### config.mk
export PLATFORM = sky130hd
export DESIGN_NAME = uart_tx_fifo
export DESIGN_NICKNAME = d
export VERILOG_FILES = /design/src/rtl/uart_tx_fifo.sv
export SDC_FILE = /design/constraint.sdc
export NUM_CORES = 1
export LEC_CHECK = 0
export ABC_AREA = 1
export CORE_MARGIN = 8
export CORE_UTILIZATION = 33
export DETAILED_ROUTE_END_ITERATION = 10
export PLACE_DENSITY = 0.5
export SETUP_SLACK_MARGIN = 0.4
export SLEW_MARGIN = 10
export SYNTH_ARGS = -nofsm -noshare
export SYNTH_HDL_FRONTEND = slang
export SYNTH_SLANG_ARGS = --single-unit
### constraint.sdc
create_clock -name clk -period 2.1 [get_ports clk]
set_input_delay 0.42 -clock clk [delete_from_list [all_inputs] [get_ports clk]]
set_output_delay 0.42 -clock clk [all_outputs]
set_load 0.005 [all_outputs]
### src/rtl/uart_tx_fifo.sv
// 8N1/8N2 UART transmitter fed by a small byte FIFO over a valid/ready port.
// Define UART_TX_PARITY_EN to insert an even-parity bit after D7 (8E1/8E2).
module uart_tx_fifo #(
  parameter int unsigned CLOCK_HZ   = 6250,
  parameter int unsigned BAUD       = 781,
  parameter int unsigned FIFO_DEPTH = 2,
  parameter int unsigned STOP_BITS  = 1
) (
  input  logic                          clk,
  input  logic                          reset,
  input  logic [7:0]                    tx_data_i,
  input  logic                          tx_valid_i,
  output logic                          tx_ready_o,
  output logic                          tx_o,
  output logic                          busy_o,
  output logic [$clog2(FIFO_DEPTH):0]   fifo_count_o
);

  localparam int unsigned CPB       = CLOCK_HZ / BAUD;
  localparam int unsigned AW        = $clog2(FIFO_DEPTH);
  localparam int unsigned CW        = AW + 1;
  localparam int unsigned STOP_CLKS = STOP_BITS * CPB;
  localparam int unsigned BCW       = $clog2(STOP_CLKS);
  localparam logic [BCW-1:0] BIT_LAST  = BCW'(CPB - 1);
  localparam logic [BCW-1:0] STOP_LAST = BCW'(STOP_CLKS - 1);
  localparam logic [CW-1:0]  FULL_CNT  = CW'(FIFO_DEPTH);

  typedef enum logic [2:0] {
    S_IDLE,
    S_START,
    S_DATA,
`ifdef UART_TX_PARITY_EN
    S_PARITY,
`endif
    S_STOP
  } state_t;

  state_t           state_q, state_d;
  logic [BCW-1:0]   baud_q, baud_d;
  logic [2:0]       bit_idx_q, bit_idx_d;
  logic [7:0]       shift_q, shift_d;
  logic             tx_q, tx_d;
  logic             busy_q, busy_d;
  logic [AW-1:0]    wr_ptr_q, wr_ptr_d;
  logic [AW-1:0]    rd_ptr_q, rd_ptr_d;
  logic [CW-1:0]    count_q, count_d;
  logic [7:0]       fifo_mem_q [FIFO_DEPTH];
  logic             push, pop;
  logic             bit_end;

  assign tx_ready_o   = (count_q != FULL_CNT);
  assign push         = tx_valid_i && tx_ready_o;
  assign tx_o         = tx_q;
  assign busy_o       = busy_q;
  assign fifo_count_o = count_q;
  assign bit_end      = (baud_q == BIT_LAST);

  always_ff @(posedge clk) begin
    if (push) fifo_mem_q[wr_ptr_q] <= tx_data_i;
  end

  always_comb begin
    wr_ptr_d = wr_ptr_q + AW'(push);
    rd_ptr_d = rd_ptr_q + AW'(pop);
    unique case ({push, pop})
      2'b10:   count_d = count_q + CW'(1);
      2'b01:   count_d = count_q - CW'(1);
      default: count_d = count_q;
    endcase
  end

  always_ff @(posedge clk or posedge reset) begin
    if (reset) begin
      state_q   <= S_IDLE;
      baud_q    <= '0;
      bit_idx_q <= '0;
      shift_q   <= '0;
      tx_q      <= 1'b1;
      busy_q    <= 1'b0;
      wr_ptr_q  <= '0;
      rd_ptr_q  <= '0;
      count_q   <= '0;
    end else begin
      state_q   <= state_d;
      baud_q    <= baud_d;
      bit_idx_q <= bit_idx_d;
      shift_q   <= shift_d;
      tx_q      <= tx_d;
      busy_q    <= busy_d;
      wr_ptr_q  <= wr_ptr_d;
      rd_ptr_q  <= rd_ptr_d;
      count_q   <= count_d;
    end
  end

  // Pops only from IDLE or at the end of STOP, so an empty FIFO never falls through.
  always_comb begin
    state_d   = state_q;
    baud_d    = baud_q + BCW'(1);
    bit_idx_d = bit_idx_q;
    shift_d   = shift_q;
    pop       = 1'b0;
    unique case (state_q)
      S_IDLE: begin
        baud_d = '0;
        if (count_q != '0) begin
          pop     = 1'b1;
          shift_d = fifo_mem_q[rd_ptr_q];
          state_d = S_START;
        end
      end
      S_START: begin
        if (bit_end) begin
          baud_d    = '0;
          bit_idx_d = '0;
          state_d   = S_DATA;
        end
      end
      S_DATA: begin
        if (bit_end) begin
          baud_d = '0;
          if (bit_idx_q == 3'd7) begin
`ifdef UART_TX_PARITY_EN
            state_d = S_PARITY;
`else
            state_d = S_STOP;
`endif
          end else begin
            bit_idx_d = bit_idx_q + 3'd1;
          end
        end
      end
`ifdef UART_TX_PARITY_EN
      S_PARITY: begin
        if (bit_end) begin
          baud_d  = '0;
          state_d = S_STOP;
        end
      end
`endif
      S_STOP: begin
        if (baud_q == STOP_LAST) begin
          baud_d = '0;
          if (count_q != '0) begin
            pop     = 1'b1;
            shift_d = fifo_mem_q[rd_ptr_q];
            state_d = S_START;
          end else begin
            state_d = S_IDLE;
          end
        end
      end
      default: begin
        baud_d  = '0;
        state_d = S_IDLE;
      end
    endcase
  end

  // Line level is decoded from the next state so tx_o stays a clean register output.
  always_comb begin
    tx_d   = 1'b1;
    busy_d = (state_d != S_IDLE) || (count_d != '0);
    unique case (state_d)
      S_START:  tx_d = 1'b0;
      S_DATA:   tx_d = shift_d[bit_idx_d];
`ifdef UART_TX_PARITY_EN
      S_PARITY: tx_d = ^shift_d;
`endif
      default:  tx_d = 1'b1;
    endcase
  end

endmodule
Word level (Yosys, flattened, before mapping)

Memory sizes are Yosys's and may differ from the RTL's.
Cells that the tools add are included.

Logic and storage cells: 59
Register bits after elaboration: 23
Memories kept: 1
Output and inout bits: 5
Memory bits (writable): 16
Input port bits: 11

Memory list:

| memory     | depth | bits a word | rd ports | clocked after Yosys merged registers in | wr ports | RTL line | source |
|---|---|---|---|---|---|---|---|
| fifo_mem_q | 2     | 8           | 1        | 0                                       | 1        | 47       | `logic [7:0] fifo_mem_q [FIFO_DEPTH];` |

Reductions and logical operators: 7
Order comparisons: 1
Add/subtract/negate cells: 6
Equal/unequal tests: 10
Multiplexer cells: 25

Operators with widths:

| kind                                                                 | count |
|---|---|
| 3-bit two-way mux                                                    | 10 |
| 8-bit two-way mux                                                    | 2 |
| 8-bit one-hot mux with 2 select lines                                | 1 |
| 3-bit one-hot mux with 4 select lines                                | 1 |
| 3-bit by 2-bit == test with 1-bit output, second input constant      | 3 |
| 3-bit by 1-bit adder with 3-bit output, second input constant        | 2 |
| 3-bit by 1-bit == test with 1-bit output, second input constant      | 2 |
| 3-bit == test, second input constant                                 | 2 |
| 1-bit two-way mux                                                    | 6 |
| 3-bit one-hot mux with 2 select lines                                | 1 |
| 3-bit by 4-bit < comparator with 1-bit output, second input constant | 1 |
| 1-bit one-hot mux with 2 select lines                                | 2 |
| 2-bit one-hot mux with 2 select lines                                | 1 |
| 2-bit nonzero test                                                   | 2 |
| 1-bit binary-select mux with 3-bit select                            | 1 |
| 3-bit logical NOT                                                    | 1 |
| 3-bit nonzero test                                                   | 1 |
| 3-bit OR reduction                                                   | 1 |
| 1-bit adder                                                          | 2 |
| 2-bit by 1-bit adder with 2-bit output, second input constant        | 1 |
| 2-bit by 1-bit == test with 1-bit output, second input constant      | 1 |
| 2-bit == test, second input constant                                 | 1 |
| 2-bit != test, second input constant                                 | 1 |
| 2-bit by 1-bit subtractor with 2-bit output, second input constant   | 1 |
| other kinds (2)                                                      | 2 |

Logic depth before layout (Yosys ltp)

Depth after elaboration: 8
Gate-level depth with buffers: 15
Mapped depth without buffers: 15

Least setup slack after synthesis

No wires, ideal clock.

Kind: register to register
Start: register baud_q[0]
End: register busy_q (netlist: busy_o)
Buffers on the path: 0
Clock period less this slack: 2.016 ns
Library setup time: 0.119 ns
Cell stages (with the launch flop): 13
Arrival time: 1.897 ns
Data required time: 1.981 ns
Slack: 0.084 ns
Path through: dfrtp_1 -> ha_1 -> ha_1 -> inv_2 -> nor2_2 -> nand2_4 -> nand2_2 -> ha_1 -> a21oi_1 -> o21ai_0 -> xor2_1 -> nor2_1 -> nand2_1

Longest elaborated chain between the ends: 7
Elaborated cells on any way between the ends: 13
Those cells by class: 3 x eq/ne; 7 x mux; 3 x reduce/logical

Ends and longest elaborated chain:

| what                                                                      | RTL line | source |
|---|---|---|
| start: declaration                                                        | 39       | `logic [BCW-1:0] baud_q, baud_d;` |
| start signal: assignment                                                  | 85       | `baud_q <= baud_d;` |
| 3-bit == test (*)                                                         | 142      | `if (baud_q == STOP_LAST) begin` |
| 1-bit two-way mux (*)                                                     | 142      |  |
| 1-bit one-hot mux with 2 select lines (*)                                 | 103      | `unique case (state_q)` |
| 2-bit by 1-bit == test with 1-bit output or 2-bit == test (tied branches) | 65       | `unique case ({push, pop})` |
| 2-bit one-hot mux with 2 select lines (*)                                 | 65       |  |
| named net count_d[1]                                                      | 46       | `logic [CW-1:0] count_q, count_d;` |
| 2-bit nonzero test (*)                                                    | 163      | `busy_d = (state_d != S_IDLE) \|\| (count_d != '0);` |
| 1-bit logical OR (*)                                                      | 163      |  |
| named net busy_d                                                          | 43       | `logic busy_q, busy_d;` |
| end signal: assignment                                                    | 89       | `busy_q <= busy_d;` |
| end: declaration                                                          | 43       |  |

Mark *: on every way through the listed nets, which the timed path passes. The rest lies on a longest branch.

Final worst setup path

Ends and elaborated chain as after synthesis.

==> results.sh <==
export IMPL_ir_drop_mv=0.506
export IMPL_end_kind="flip-flop"
export IMPL_reg2reg_slack_ps=300
export IMPL_crit_chain="ha_2, ha_4, inv_4, nor2_4, nand2_4, nand2_4, ha_4, a21oi_2, o21ai_1, xor2_1, nor2_1, nand2_1"
export IMPL_r2r_end="busy_o"
export IMPL_crit_type="flip-flop to flip-flop"
export IMPL_grt_use_met2_pct=17.4
export IMPL_synth_top_area_share_pct=29.6
export IMPL_fin_crit_ps=1800
export IMPL_finalHoldViolations=0
export IMPL_switching_share_pct=36.4
export IMPL_crit_slowest_cell="dfrtp_1"
export IMPL_via_per_inst=4.52
export IMPL_synth_compound_area_share_pct=2.43
export IMPL_critPathTopFamily="adder cells"
export IMPL_synth_edf_count=16
export IMPL_grt_overflow_total=0
export IMPL_pwr_share_seq_pct=37.8
export IMPL_die_area_um2=8280
export IMPL_final_fill_count=548
export IMPL_layout_nets=261
export IMPL_grt_pass1_vias=1516
export IMPL_grt_busiest_layer="met2"
export IMPL_routed_wl_um=3930
export IMPL_setup_violations=0
export IMPL_yosysTopAreaCell="dfrtp_1"
export IMPL_fp_coreArea_um2=5470
export IMPL_ys_warnings_count=0
export IMPL_clkTransAtPathRegs_ps=80
export IMPL_post_route_drc_count=0
export IMPL_ant_nets=0
export IMPL_reg2reg_depth=12
export IMPL_min_path_type="primary input to asynchronous set/reset pin"
export IMPL_path_depth=12
export IMPL_synth_simple_area_share_pct=28.8
export IMPL_ys_ff_latch=39
export IMPL_clock_latency_ps=290
export IMPL_finalCritPeriodShare_pct=85.7
export IMPL_synth_commonest_cells="nand2_1, nand3_1, dfrtp_1"
export IMPL_syn_avg_cell_area_um2=9.24
export IMPL_cts_max_level=2
export IMPL_drv_cap=0
export IMPL_p_switching_mw=1.14
export IMPL_cts_tree="done"
export IMPL_wl_per_cell_um=12.4
export IMPL_internal_power_mw=1.99
export IMPL_syn_area_um2=1860
export IMPL_synthAdderAreaFrac_pct=4.04
export IMPL_cts_root_buf="clkbuf_8"
export IMPL_syn_to_final_growth_pct=36.0
export IMPL_p_per_area_nw_per_um2=1240
export IMPL_worstPathMaxFanout=3
export IMPL_dr_total_vias=1432
export IMPL_synthTopCellsByArea="dfrtp_1, edfxtp_1, nand2_1"
export IMPL_fin_area_um2=2520
export IMPL_grt_pass1_wl_um=6910
export IMPL_clk_path_buf_depth=2
export IMPL_initial_core_util_pct=33.9
export IMPL_dp_hpwl_um=2650
export IMPL_pin_count=16
export IMPL_die_w_um=91.0
export IMPL_synth_cell_types=25
export IMPL_io_buffers=15
export IMPL_die_y_um=91.0
export IMPL_crit_required_ps=2280
export IMPL_power_leakage_nw=1.19
export IMPL_rows=27
export IMPL_gp_congestion=0.779
export IMPL_synth_most_common_cell="nand2_1"
export IMPL_synth_top_family_by_area="simple AND/OR/NAND/NOR gates"
export IMPL_rsz0062_at_grt="yes"
export IMPL_cts_sinks=39
export IMPL_synth_seq_area_share_pct=56.9
export IMPL_hold_buffers=0
export IMPL_grt_total_usage_pct=10.2
export IMPL_cp_slowest_stage_delay_ps=390
export IMPL_antennaDiodeCount=0
export IMPL_cp_arrival_ps=1980
export IMPL_fmax_mhz=556
export IMPL_p_comb_share_pct=43.0
export IMPL_use_met3_pct=2.96
export IMPL_cts_inserted_buffers=5
export IMPL_grtUsageMet1_pct=11.8
export IMPL_synthXorXnorAreaFrac_pct=1.89
export IMPL_critical_path_startpoint_type="flip-flop"
export IMPL_dr_pass1_iters=4
export IMPL_synth_area_mux_share_pct=0
export IMPL_synthArstFlopShare_pct=59.0
export IMPL_synth_flop_cell="dfrtp_1"
export IMPL_power_frac_clock_pct=19.1
export IMPL_synth_nets=218
export IMPL_synthCells=201
export IMPL_drv_slew=0
export IMPL_drive_above_1_share_pct=28.6
export IMPL_drtIter0Drc=47
export IMPL_dpl_cell_area_um2=2160
export IMPL_r2r_start="baud_q[0]"
export IMPL_clock_skew_ps=4.36
export IMPL_status="completed"
export IMPL_antenna_found_initial=0
export IMPL_fin_setup_tns_ps=0
export IMPL_critPathBufInv=1
export IMPL_power_total_mw=3.14
export IMPL_grt_max_degree=24
[power by group through the flow]
stage / Combinational, mW / Clock [mW] / Sequential, mW
after floorplan: 0.807 / 0 / 1.17
after global placement: 1.13 / 0 / 1.20
after detailed placement: 1.13 / 0 / 1.20
after CTS: 1.29 / 0.623 / 1.17
after global routing: 1.51 / 0.655 / 1.21
final: 1.35 / 0.600 / 1.19
[worst register-to-register path: cells and delay by family (launching register included)]
family / cells / cell delay (ps)
buffers and inverters: 1 / 70
AO/OA/AOI/OAI: 2 / 170
adder cells (fa/ha/maj): 3 / 580
AND/OR/NAND/NOR: 5 / 330
flip-flops: 1 / 390
XOR/XNOR: 1 / 170
[registers in the layout, indices dropped and copies added (netlist names)]
register      cells
fifo_count_o      2
shift_q           8
state_q           3
wr_ptr_q          1
baud_q            3
bit_idx_q         3
tx_o              1
fifo_mem_q       16
busy_o            1
rd_ptr_q          1
[worst max-delay path by stage]
stage	start	end	slack, ps
after floorplan	baud_q[0]	busy_o	300
after global placement	baud_q[0]	busy_o	210
after detailed placement	baud_q[0]	busy_o	190
after CTS	baud_q[0]	busy_o	260
after global routing	baud_q[0]	busy_o	160
final	baud_q[0]	busy_o	300
[logic make-up after synthesis]
kind of cell,Yosys count
xor gates and xnor gates,4
and+or+nand+nor,116
adders and majority gates,6
AOI/OAI and AO/OA,7
buffers and inverters,28
DFF,39
other,1
[cell type report]
class / count / area, um2 / area share, %
clock buffer: 5 / 68.8 / 2.73
clock inverter: 3 / 38.8 / 1.54
inverter: 27 / 106 / 4.21
multi-input combinational: 134 / 827 / 32.8
sequential: 39 / 1060 / 42.0
tap: 72 / 90.1 / 3.57
timing repair buffer: 37 / 334 / 13.2
[routing by layer]
layer,routed length (um),up-vias
li1,-,739
met1,1740,671
met2,2000,14
met3,110,8
met4,78,0
met5,0,-
[per-stage QoR]
stage / hold slack, ps / worst slack (ps) / instances / util [%]
floorplan: 417 / 303 / 201 / -
global placement: 429 / 212 / 290 / 39.4
global route: 496 / 162 / 317 / 46.1
detailed placement: 457 / 189 / 290 / 39.4
finish: 467 / 301 / 317 / 46.1
CTS: 466 / 265 / 314 / 45.2
[layout by cell type (no fill, tap or decap), types with 2 or more instances in the layout]
cell	instances
nand2_4	4
nor2_4	3
nand3_1	19
nand4_1	7
dfrtp_1	20
buf_4	18
nand2_1	57
nor2_1	9
o21ai_1	3
clkbuf_8	5
ha_1	3
inv_4	2
dlymetal6s2s_1	2
nand3_2	8
clkdlybuf4s50_1	11
xor2_1	3
buf_6	4
dfrtp_2	2
ha_4	2
inv_1	19
edfxtp_1	16
nand2_2	5
inv_2	6
[timing repair]
item,4_1_cts,5_1_grt
endpoints found under the setup margin,6,8
resized for setup,25,9
pin swaps,19,8
gates cloned,0,0
buffers inserted,16,3
No activity file was read; power rests on OpenSTA's default activity.
